<file path="src/rtl/detector_seq_pkg.sv">
// Shared constants, state encoding and symbol-extraction helper for the
// parametrised code-sequence detector.
package detector_seq_pkg;

    localparam int CODE_W    = 4;
    localparam int PROG_W    = CODE_W - 1;
    localparam int MAX_SYM_W = 32;
    localparam int MAX_BUS_W = 7 * MAX_SYM_W;

    localparam logic [CODE_W-1:0] CODE_IDLE = 4'b0000;
    localparam logic [CODE_W-1:0] CODE_FAIL = 4'b1000;
    localparam logic [CODE_W-1:0] CODE_MISS = 4'b1001;
    localparam logic [CODE_W-1:0] CODE_LATE = 4'b1010;
    localparam logic [CODE_W-1:0] CODE_TOUT = 4'b1011;

    typedef enum logic [2:0] {
        S_IDLE,
        S_PROG,
        S_FAIL,
        S_MISS,
        S_LATE,
        S_TOUT
    } state_e;

    // The bus is zero-extended to a fixed maximum width so one function serves every SYM_W.
    function automatic logic [MAX_SYM_W-1:0] seq_sym(input logic [MAX_BUS_W-1:0] bus,
                                                     input int k, input int symW);
        logic [MAX_SYM_W-1:0] mask;
        mask = {MAX_SYM_W{1'b1}} >> (MAX_SYM_W - symW);
        return MAX_SYM_W'(bus >> (k * symW)) & mask;
    endfunction

endpackage

</file>
<file path="src/rtl/detector_seq_if.sv">
// Symbol strobe, programmed sequence and status bus between the keypad
// decoder and the detector.
interface detector_seq_if #(
    parameter int SYM_W   = 7,
    parameter int SEQ_LEN = 5
);
    logic                     ctrl;
    logic [SYM_W-1:0]         entrada;
    logic [SEQ_LEN*SYM_W-1:0] padrao;
    logic                     clr;
    logic [3:0]               saida;
    logic                     ok;
    logic                     fim;

    modport master (output ctrl, entrada, padrao, clr, input saida, ok, fim);
    modport slave  (input ctrl, entrada, padrao, clr, output saida, ok, fim);
endinterface

</file>
<file path="src/rtl/detector_seq_match.sv">
// Combinational compare of the incoming symbol against every programmed
// sequence entry and the abort symbol.
module detector_seq_match
    import detector_seq_pkg::*;
#(
    parameter int               SYM_W     = 7,
    parameter int               SEQ_LEN   = 5,
    parameter logic [SYM_W-1:0] ABORT_SYM = 7'b0101001
) (
    input  logic [SYM_W-1:0]         entrada,
    input  logic [SEQ_LEN*SYM_W-1:0] padrao,
    input  logic [PROG_W-1:0]        prog,
    output logic                     anyHit,
    output logic [PROG_W-1:0]        firstIdx,
    output logic                     fwdHit,
    output logic                     bwdHit,
    output logic                     abortHit
);

    logic [MAX_BUS_W-1:0] padraoExt;
    logic [SYM_W-1:0]     symTab [SEQ_LEN];

    assign padraoExt = MAX_BUS_W'(padrao);

    for (genvar k = 0; k < SEQ_LEN; k++) begin : gSym
        assign symTab[k] = SYM_W'(seq_sym(padraoExt, k, SYM_W));
    end

    // Scanning from the top down leaves the lowest matching index in firstIdx.
    always_comb begin
        anyHit   = 1'b0;
        firstIdx = '0;
        fwdHit   = 1'b0;
        bwdHit   = 1'b0;
        for (int k = SEQ_LEN - 1; k >= 0; k--) begin
            if (symTab[k] == entrada) begin
                anyHit   = 1'b1;
                firstIdx = PROG_W'(k);
                if (int'(prog) == k) fwdHit = 1'b1;
                if (int'(prog) == k + 2) bwdHit = 1'b1;
            end
        end
    end

    assign abortHit = (entrada == ABORT_SYM);

endmodule

</file>
<file path="src/rtl/detector_seq_param.sv">
// Programmable code-sequence detector: forward/backward stepping, abort,
// early/late mismatch classes, inactivity timeout and terminal hold.
module detector_seq_param
    import detector_seq_pkg::*;
#(
    parameter int               SYM_W      = 7,
    parameter int               SEQ_LEN    = 5,
    parameter logic [SYM_W-1:0] ABORT_SYM  = 7'b0101001,
    parameter int               LATE_START = 3,
    parameter int               TMO_CYC    = 8
) (
    input logic            clk,
    input logic            res,
    detector_seq_if.slave  bus
);

    localparam int CNT_W = (TMO_CYC > 0) ? $clog2(TMO_CYC + 1) : 1;

    if (SEQ_LEN < 2 || SEQ_LEN > 7) begin : gBadSeqLen
        $error("detector_seq_param: SEQ_LEN must lie in 2..7");
    end
    if (LATE_START > SEQ_LEN) begin : gBadLateStart
        $error("detector_seq_param: LATE_START must not exceed SEQ_LEN");
    end
    if (SYM_W < 1 || SYM_W > MAX_SYM_W) begin : gBadSymW
        $error("detector_seq_param: SYM_W out of range");
    end

    state_e              state_q, state_d;
    logic [PROG_W-1:0]   prog_q, prog_d;
    logic [CNT_W-1:0]    cnt_q, cnt_d;
    logic [CODE_W-1:0]   saida_q, saida_d;
    logic                ok_q, ok_d;

    logic                anyHit, fwdHit, bwdHit, abortHit;
    logic [PROG_W-1:0]   firstIdx;

    detector_seq_match #(
        .SYM_W    (SYM_W),
        .SEQ_LEN  (SEQ_LEN),
        .ABORT_SYM(ABORT_SYM)
    ) uMatch (
        .entrada (bus.entrada),
        .padrao  (bus.padrao),
        .prog    (prog_q),
        .anyHit  (anyHit),
        .firstIdx(firstIdx),
        .fwdHit  (fwdHit),
        .bwdHit  (bwdHit),
        .abortHit(abortHit)
    );

    // The counter defaults to clear; it only survives an idle cycle spent in PROG.
    always_comb begin
        state_d = state_q;
        prog_d  = prog_q;
        cnt_d   = '0;
        if (bus.clr) begin
            state_d = S_IDLE;
            prog_d  = '0;
        end else begin
            case (state_q)
                S_IDLE: begin
                    if (bus.ctrl && anyHit) begin
                        state_d = S_PROG;
                        prog_d  = firstIdx + 3'd1;
                    end
                end
                S_PROG: begin
                    if (bus.ctrl) begin
                        if (fwdHit) begin
                            prog_d = prog_q + 3'd1;
                        end else if (bwdHit) begin
                            prog_d = prog_q - 3'd1;
                        end else if (abortHit) begin
                            state_d = S_FAIL;
                            prog_d  = '0;
                        end else begin
                            state_d = (int'(prog_q) < LATE_START) ? S_MISS : S_LATE;
                            prog_d  = '0;
                        end
                    end else if (TMO_CYC > 0) begin
                        if (cnt_q == CNT_W'(TMO_CYC - 1)) begin
                            state_d = S_TOUT;
                            prog_d  = '0;
                        end else if (cnt_q != {CNT_W{1'b1}}) begin
                            cnt_d = cnt_q + 1'b1;
                        end else begin
                            cnt_d = cnt_q;
                        end
                    end
                end
                default: ;
            endcase
        end

        case (state_d)
            S_PROG:  saida_d = {1'b0, prog_d};
            S_FAIL:  saida_d = CODE_FAIL;
            S_MISS:  saida_d = CODE_MISS;
            S_LATE:  saida_d = CODE_LATE;
            S_TOUT:  saida_d = CODE_TOUT;
            default: saida_d = CODE_IDLE;
        endcase
        ok_d = (state_d == S_PROG) && (int'(prog_d) == SEQ_LEN);
    end

    always_ff @(posedge clk or negedge res) begin
        if (!res) begin
            state_q <= S_IDLE;
            prog_q  <= '0;
            cnt_q   <= '0;
            saida_q <= CODE_IDLE;
            ok_q    <= 1'b0;
        end else begin
            state_q <= state_d;
            prog_q  <= prog_d;
            cnt_q   <= cnt_d;
            saida_q <= saida_d;
            ok_q    <= ok_d;
        end
    end

    assign bus.saida = saida_q;
    assign bus.ok    = ok_q;
    assign bus.fim   = saida_q[3];

endmodule

</file>
<file path="src/flat_wrapper.sv">
// flat-port wrapper written by rule: the top's interface ports become plain ports
module detector_seq_param_flat import detector_seq_pkg::*;
#(
    parameter int               SYM_W      = 7,
    parameter int               SEQ_LEN    = 5,
    parameter logic [SYM_W-1:0] ABORT_SYM  = 7'b0101001,
    parameter int               LATE_START = 3,
    parameter int               TMO_CYC    = 8
)
  (clk, res, bus_ctrl, bus_entrada, bus_padrao, bus_clr, bus_saida, bus_ok, bus_fim);
  detector_seq_if #(.SYM_W(SYM_W), .SEQ_LEN(SEQ_LEN)) bus_i ();
  input logic clk;
  input logic res;
  input wire logic [$bits(bus_i.ctrl)-1:0] bus_ctrl;
  input wire logic [$bits(bus_i.entrada)-1:0] bus_entrada;
  input wire logic [$bits(bus_i.padrao)-1:0] bus_padrao;
  input wire logic [$bits(bus_i.clr)-1:0] bus_clr;
  output wire logic [$bits(bus_i.saida)-1:0] bus_saida;
  output wire logic [$bits(bus_i.ok)-1:0] bus_ok;
  output wire logic [$bits(bus_i.fim)-1:0] bus_fim;
  assign bus_i.ctrl = bus_ctrl;
  assign bus_i.entrada = bus_entrada;
  assign bus_i.padrao = bus_padrao;
  assign bus_i.clr = bus_clr;
  assign bus_saida = bus_i.saida;
  assign bus_ok = bus_i.ok;
  assign bus_fim = bus_i.fim;
  detector_seq_param #(.SYM_W(SYM_W), .SEQ_LEN(SEQ_LEN), .ABORT_SYM(ABORT_SYM), .LATE_START(LATE_START), .TMO_CYC(TMO_CYC)) u_core (.clk(clk), .res(res), .bus(bus_i));
endmodule
</file>
<file path="config.mk">
export PLATFORM = sky130hd
export DESIGN_NAME = detector_seq_param_flat
export DESIGN_NICKNAME = d
export VERILOG_FILES = /design/src/rtl/detector_seq_pkg.sv /design/src/rtl/detector_seq_if.sv /design/src/rtl/detector_seq_match.sv /design/src/rtl/detector_seq_param.sv /design/src/flat_wrapper.sv
export SDC_FILE = /design/constraint.sdc
export NUM_CORES = 1
export LEC_CHECK = 0
export CAP_MARGIN = 25
export CORE_MARGIN = 2
export CORE_UTILIZATION = 48
export DETAILED_ROUTE_END_ITERATION = 12
export PLACE_DENSITY = 0.81
export SLEW_MARGIN = 20
export SYNTH_ARGS = -nofsm -noshare
export SYNTH_HDL_FRONTEND = slang
export SYNTH_SLANG_ARGS = --single-unit
</file>
<file path="constraint.sdc">
create_clock -name clk -period 3.1 [get_ports clk]
set_input_delay 0.62 -clock clk [delete_from_list [all_inputs] [get_ports clk]]
set_output_delay 0.62 -clock clk [all_outputs]
set_load 0.005 [all_outputs]
</file>
==> results of run 1 <==
worst register-to-register path, delay by kind of cell (launching register included):
| kind | cells | cell delay [ns] |
|---|---|---|
| DFF | 1 | 0.39 |
| AOI/OAI and AO/OA | 4 | 0.76 |
| and+or+nand+nor | 6 | 0.96 |
| buffers and inverters | 2 | 0.24 |
| adders and majority gates | 2 | 0.45 |
synth_stat cells, drive strengths merged (2+ instances only):
library cell,number
nand4,5
xnor2,8
nand2,8
and2,2
a311o,3
a21oi,12
and3,3
or2b,2
nand2b,4
buf,10
dfrtp,15
nand3,7
a311oi,2
nor2,19
o21ai,8
a211oi,2
o2111ai,2
a22oi,2
nor3,5
and4bb,2
or2,2
ha,9
inv,12
a32oi,2
xor2,29
nor4,7
a31oi,4
nor2b,2
cell type report:
type	instances	area, um2	area share, %
Sequential cell	15	375	12.2
Clock buffer	4	45.0	1.46
Multi-Input combinational cell	167	1590	51.6
Inverter	12	45.0	1.46
Timing Repair Buffer	109	966	31.4
Tap cell	48	60.1	1.95
cells by family (layout without fill, tap and decap cells):
kind of cell | count (synthesis) | after routing
AOI/OAI and AO/OA | 48 | 48
adders and majority gates | 9 | 9
and+or+nand+nor | 72 | 72
muxes | 1 | 1
xor gates and xnor gates | 37 | 37
DFF | 15 | 15
buffers and inverters | 24 | 125
cell usage in the layout (no fill, tap or decap), drive strengths merged, types with 2 or more instances in the layout:
master         synthesis  final
a22oi                  2      2
dfrtp                 15     15
nor3                   5      5
xor2                  29     29
o21ai                  8      8
and2                   2      2
a21oi                 12     12
and3                   3      3
clkdlybuf4s15          0      3
nand4                  5      5
and4bb                 2      2
clkbuf                 1      5
inv                   12     12
nand2b                 4      4
nor4                   7      7
dlymetal6s2s           0     11
nand2                  8      8
a311o                  3      3
o2111ai                2      2
nand3                  7      7
or2                    2      2
clkdlybuf4s50          0     22
a32oi                  2      2
buf                   10     59
a31oi                  4      4
a311oi                 2      2
dlygate4sd2            0     13
ha                     9      9
or2b                   2      2
a211oi                 2      2
nor2                  19     19
xnor2                  8      8
nor2b                  2      2
routing by layer:
metal  routed length (um)  share of wire, %
met5                    0                 0
met4                  365               5.0
met1                 2670                36
met2                 3830                52
met3                  478               6.5
how the worst max path moves through the flow:
| stage | startpoint | endpoint | slack (ns) | cells past startpoint |
|---|---|---|---|---|
| after floorplan | bus_entrada[3] | u_core.bus.saida[0]$_DFF_PN0_ | 0.04 | 11 |
| after global placement | bus_entrada[2] | u_core.bus.saida[0]$_DFF_PN0_ | -0.59 | 12 |
| after detailed placement | bus_entrada[2] | u_core.bus.saida[0]$_DFF_PN0_ | -0.69 | 12 |
| after CTS | bus_entrada[6] | u_core.bus.saida[0]$_DFF_PN0_ | 0.0007 | 12 |
| after global routing | bus_entrada[5] | u_core.bus.ok$_DFF_PN0_ | -0.20 | 14 |
| final | bus_entrada[5] | u_core.bus.ok$_DFF_PN0_ | -0.18 | 14 |
timing repair:
item                       in CTS  in global routing
setup endpoints to repair       7                  5
setup buffers                  12                 15
pin swaps                      19                 26
gates resized for setup        49                 44
through the flow:
step                      hold slack, ns  area [um2]  power [mW]
after floorplan                    0.324        1800       0.310
after global placement             0.535        2500       0.405
after detailed placement           0.553        2500       0.408
after CTS                          0.566        2790       0.590
after global routing               0.622        3080       0.667
final                              0.567        3080       0.642
registers in the layout, indices dropped and copies added, names as in the netlist:
name / flops
u_core.bus.ok: 1
u_core.bus.saida: 4
u_core.cnt_q: 4
u_core.prog_q: 3
u_core.state_q: 3
power groups by stage:
stage	logic (mW)	clock network (mW)	registers [mW]
2_1_floorplan	0.108	0	0.203
6_report	0.280	0.161	0.201
3_3_place_gp	0.201	0	0.204
5_1_grt	0.293	0.173	0.201
4_1_cts	0.228	0.161	0.200
3_5_place_dp	0.204	0	0.204
==> results_dict.tcl, run 1 <==
set metrics [dict create \
    status "finished with violations" \
    violations "setup timing" \
    hold_path_depth 2 \
    synth_top_family_by_area "simple AND/OR/NAND/NOR gates" \
    die_h_um 65.3 \
    synthTopCellsByArea "dfrtp_1 (21%), xor2_1 (13%), ha_1 (6.2%)" \
    die-width_um 65.3 \
    fmax_mhz 305 \
    cts_hold_buffers 0 \
    clk-insertion-delay-late_ns 0.25 \
    top_usage_layer "met2" \
    hold_path.class "register to register" \
    synth_nets 261 \
    cts.sinks 15 \
    boundaryPins 52 \
    area_growth_pct 70.8 \
    synth_largest_area_cell "dfrtp_1" \
    num-nets-final 363 \
    drt-pass1-iter-count 5 \
    stdcell_count 355 \
    synth-compound-area-share_pct 20.3 \
    setup_viol_count_final 6 \
    dpl.hpwl_um 3850 \
    timing.critical_path.slowest_cell_delay_ns 0.48 \
    synth_ff_type "dfrtp_1" \
    gr-usage-met1_pct 34.4 \
    grt_max_degree 16 \
    path_clk_slew_ns 0.06 \
    wirelength_um 7340 \
    num_rows 22 \
    start_util_pct 49.6 \
    routabilityCongestion 0.937 \
    grt_pass1_vias 1936 \
    core-area_um2 3630 \
    final_antenna_net_count 0 \
    cp.arrival_ns 3.41 \
    drt_iter0_markers 261 \
    slew_viol_final 0 \
    critical_path_class "input port to register" \
    cp_slowest_cell "nor4_4" \
    netSwitchingFraction_pct 33.6 \
    vias 2174 \
    rr_endpoint "u_core.bus.saida[0]$_DFF_PN0_" \
    crit_fanout 6 \
    cts_root_buf "clkbuf_8" \
    cts_tree "done" \
    combPwrFrac_pct 43.6 \
    required_ns 3.23 \
    async_reset_ff_share_pct 100 \
    grtUsageMet3_pct 3.25 \
    cap_violations 0 \
    finalWorstPathRequiredPeriod_ns 3.28 \
    irDropWorstVdd_uv 255 \
    grtUsageMet2_pct 51.1 \
    crit_family "simple AND/OR/NAND/NOR gates" \
    io_buffers 51 \
    drive_gt1_share_pct 40.1 \
    vias_per_cell 6.12 \
    synth.distinct_cells 60 \
    worstMarginPinSlew_ns 0.703 \
    synth_edf_count 0 \
    rrSetupSlack_ns 0.23 \
    synthCells 206 \
    p_sw_mw 0.216 \
    synth_top_area_share_pct 20.8 \
    grt_pass1_wl_um 9040 \
    cellPowerDensity_nw_per_um2 208 \
    wl_per_cell_um 20.7 \
    critPathBufInv 4 \
    cp-start-kind "input port" \
    antenna_cells 0 \
    dp.cells 325 \
    numCtsBuffers 3 \
    ys_seq_elements 15 \
    grt_overflow_total 0 \
    worst_slack_ns -0.178 \
    post-route-drc-count 0 \
    synth_area_per_cell_um2 8.75 \
    power.leakage_nw 1.40 \
    r2r_cells 14 \
    antenna_found_initial 0 \
    cp-end-kind "register" \
    final_util_pct 84.7 \
    synthSimpleGateAreaFrac_pct 24.6 \
    post-route-period-util_pct 106 \
    yosysSeqAreaShare_pct 20.8 \
    hold-path-endpoint "u_core.cnt_q[1]$_DFFE_PN0P_" \
    grtUsageTotal_pct 27.4 \
    p_int_mw 0.426 \
    min_from "u_core.cnt_q[1]$_DFFE_PN0P_" \
    synthMuxAreaShare_pct 0.555 \
    fillCellCount 195 \
    ys_warn_count 0 \
    finalSetupTns_ns -0.413 \
    power_frac_clock_pct 25.1 \
    rsz0062_at_grt "true" \
    synthesis.area_um2 1800 \
    die_area_um2 4260 \
    crit_chain "dlygate4sd2_1, buf_6, xor2_2, nor4_4, buf_4, a22oi_2, nor2b_4, ha_2, inv_1, and4bb_2, o21ai_2, a22o_1, nand3_1, nor4bb_1" \
    relSlewSlack_pct 53.0 \
    cts.htree.levels 1 \
    pwr-share-seq_pct 31.3 \
    r2r-start "u_core.prog_q[0]$_DFF_PN0_" \
    synthAdderAreaFrac_pct 6.25 \
    finalHoldViolCount 0 \
    synthXorXnorAreaFrac_pct 18.8 \
    cts_buffer_depth 2 \
    place_ws_ns -0.687 \
    fin_worst_skew_ns 0.00266 \
]
Power figures use the tool's default switching activity.
==> inputs of run 2 (changes only) <==
CAP_MARGIN = unset   (was 25)
GPL_TIMING_DRIVEN = 0   (was unset)
==> run 2 against run 1 <==
Net effect: the run now ends clean; combinational power fell by 21%; die area stayed put; setup slack gained 0.20 ns; non-clock buffer count down 36; clock power is 4% lower; clock skew about the same; critical path type unchanged; largest power group unchanged; sequential power hardly changed.
==> results_dict.tcl, run 2 (same netlist as run 1, synthesis figures left out) <==
set metrics [dict create \
    finalSetupTns_ns 0 \
    path_depth 11 \
    io_buffers 43 \
    wirelength_um 5160 \
    path_clk_slew_ns 0.06 \
    grt_pass1_wl_um 8420 \
    die-width_um 65.3 \
    core-area_um2 3630 \
    cts_root_buf "clkbuf_8" \
    drt-pass1-iter-count 4 \
    cp-start-kind "input port" \
    r2r_cells 12 \
    num-nets-final 327 \
    worstMarginPinSlew_ns 0.636 \
    critical_path_class "input port to register" \
    post-route-period-util_pct 99.2 \
    fmax_mhz 325 \
    grt_pass1_vias 1822 \
    die_h_um 65.3 \
    hold_path.class "register to register" \
    setup.worst_path.end "u_core.bus.ok$_DFF_PN0_" \
    area_growth_pct 50.1 \
    cts_tree "done" \
    slew_viol_final 0 \
    vias 1782 \
    cap_violations 0 \
    startpoint "bus_padrao[5]" \
    cp-end-kind "register" \
    finalWorstPathRequiredPeriod_ns 3.08 \
    cts.sinks 15 \
    cp.arrival_ns 3.22 \
    drt_iter0_markers 68 \
    post-route-drc-count 0 \
    start_util_pct 49.6 \
    grt_max_degree 16 \
    status "finished, final reports clean" \
    final_cell_mix "buf_4 (19), nor2_1 (17), xor2_2 (17), clkdlybuf4s50_1 (17), dlygate4sd2_1 (16)" \
    critPathBufInv 1 \
    vias_per_cell 5.57 \
    r2r-start "u_core.prog_q[1]$_DFF_PN0_" \
    irDropWorstVdd_uv 239 \
    hold_path_depth 2 \
    cp_slowest_cell "nor4_4" \
    power.leakage_nw 1.21 \
    numCtsBuffers 3 \
    antenna_found_initial 1 \
    crit_chain "dlygate4sd2_1, xor2_2, nor4_4, a22oi_1, nor2b_1, ha_1, and3_1, o21ai_0, a22o_1, nand3_1, nor4bb_1" \
    grt_overflow_total 0 \
    drive_gt1_share_pct 30.3 \
    dpl.hpwl_um 3610 \
    required_ns 3.25 \
    routabilityCongestion 0.890 \
    die_area_um2 4260 \
    fin_worst_skew_ns 0.00242 \
    rrSetupSlack_ns 0.15 \
    crit_fanout 6 \
    cts.htree.levels 1 \
    crit_family "simple AND/OR/NAND/NOR gates" \
    boundaryPins 52 \
    final_antenna_net_count 0 \
    rsz0062_at_grt "true" \
    num_rows 22 \
    finalHoldViolCount 0 \
    wl_per_cell_um 16.1 \
    cellPowerDensity_nw_per_um2 213 \
    relSlewSlack_pct 57.5 \
    timing.critical_path.slowest_cell_delay_ns 0.47 \
    fin_hold_ws_ns 0.563 \
    rr_endpoint "u_core.bus.saida[0]$_DFF_PN0_" \
    clk-insertion-delay-late_ns 0.25 \
    cts_buffer_depth 2 \
    grtUsageTotal_pct 25.5 \
    setup_viol_count_final 0 \
    final_common_cell "buf_4" \
]
[run 2: changes by cell type in the layout (fill, tap and decap cells not counted), sizes merged]
cell	before	now
buf	59	28
clkdlybuf4s15	3	0
clkdlybuf4s18	0	1
clkdlybuf4s50	22	17
diode	0	1
dlygate4sd2	13	16
dlymetal6s2s	11	10
[run 2: power by group]
group          leakage [nW]  total (mW)  internal, mW  switching, mW
logic                 0.982       0.221         0.109          0.112
clock network        0.0228       0.155        0.0910         0.0637
registers             0.209       0.200         0.198        0.00169
total                  1.21       0.575         0.398          0.177
[run 2: metal layers]
layer / wire length (um) / global-route usage (%) / up-vias
li1: - / - / 859
met1: 2230 / 34.0 / 875
met2: 2690 / 44.1 / 42
met3: 189 / 3.08 / 6
met4: 52 / 5.99 / 0
met5: 0 / 0 / -
[run 2: stage by stage]
| step | power, mW | std cells | setup slack [ns] | util, % | area, um2 |
|---|---|---|---|---|---|
| after global routing | 0.609 | 320 | -0.208 | 74.5 | 2710 |
| after global placement | 0.383 | 297 | -0.621 | 63.1 | 2290 |
| after detailed placement | 0.386 | 297 | -0.594 | 63.1 | 2290 |
| after CTS | 0.568 | 316 | 0.00446 | 71.8 | 2610 |
| after floorplan | 0.310 | 206 | 0.0424 | - | 1800 |
| final | 0.575 | 320 | 0.0233 | 74.5 | 2710 |
[run 2: worst reg2reg max path, cell delays in order (launching register included)]
cell and delay, ns:
dfrtp_1 0.41, inv_1 0.13, ha_1 0.22, nand2_1 0.15, nor2_1 0.07, a32oi_2 0.26, o21ai_4 0.12, nor3_4 0.32
a31oi_4 0.15, or2_4 0.29, ha_4 0.22, a2111o_1 0.34, a31oi_1 0.18
[run 2: repair_timing]
item	4_1_cts	5_1_grt
endpoints found under the setup margin	5	3
pin swaps	24	18
buffers inserted	15	3
hold buffers	0	0
endpoints found under the hold margin	0	0
cloned	0	0
resized for setup	42	20
[run 2: worst min-delay path by stage]
stage	start	endpoint	slack, ns
floorplan	res	u_core.bus.ok$_DFF_PN0_	0.32
global placement	u_core.cnt_q[1]$_DFFE_PN0P_	u_core.cnt_q[1]$_DFFE_PN0P_	0.54
detailed placement	u_core.cnt_q[1]$_DFFE_PN0P_	u_core.cnt_q[1]$_DFFE_PN0P_	0.54
CTS	u_core.cnt_q[1]$_DFFE_PN0P_	u_core.cnt_q[1]$_DFFE_PN0P_	0.56
global route	u_core.cnt_q[1]$_DFFE_PN0P_	u_core.cnt_q[1]$_DFFE_PN0P_	0.62
finish	u_core.cnt_q[1]$_DFFE_PN0P_	u_core.cnt_q[1]$_DFFE_PN0P_	0.56
[run 2: layout make-up]
type | count | area, um2
Inverter | 12 | 45.0
Clock buffer | 4 | 45.0
Fill cell | 271 | 927
Sequential cell | 15 | 375
Buffer | 12 | 110
Antenna cell | 1 | 2.50
Timing Repair Buffer | 61 | 571
Multi-Input combinational cell | 167 | 1500
Tap cell | 48 | 60.1
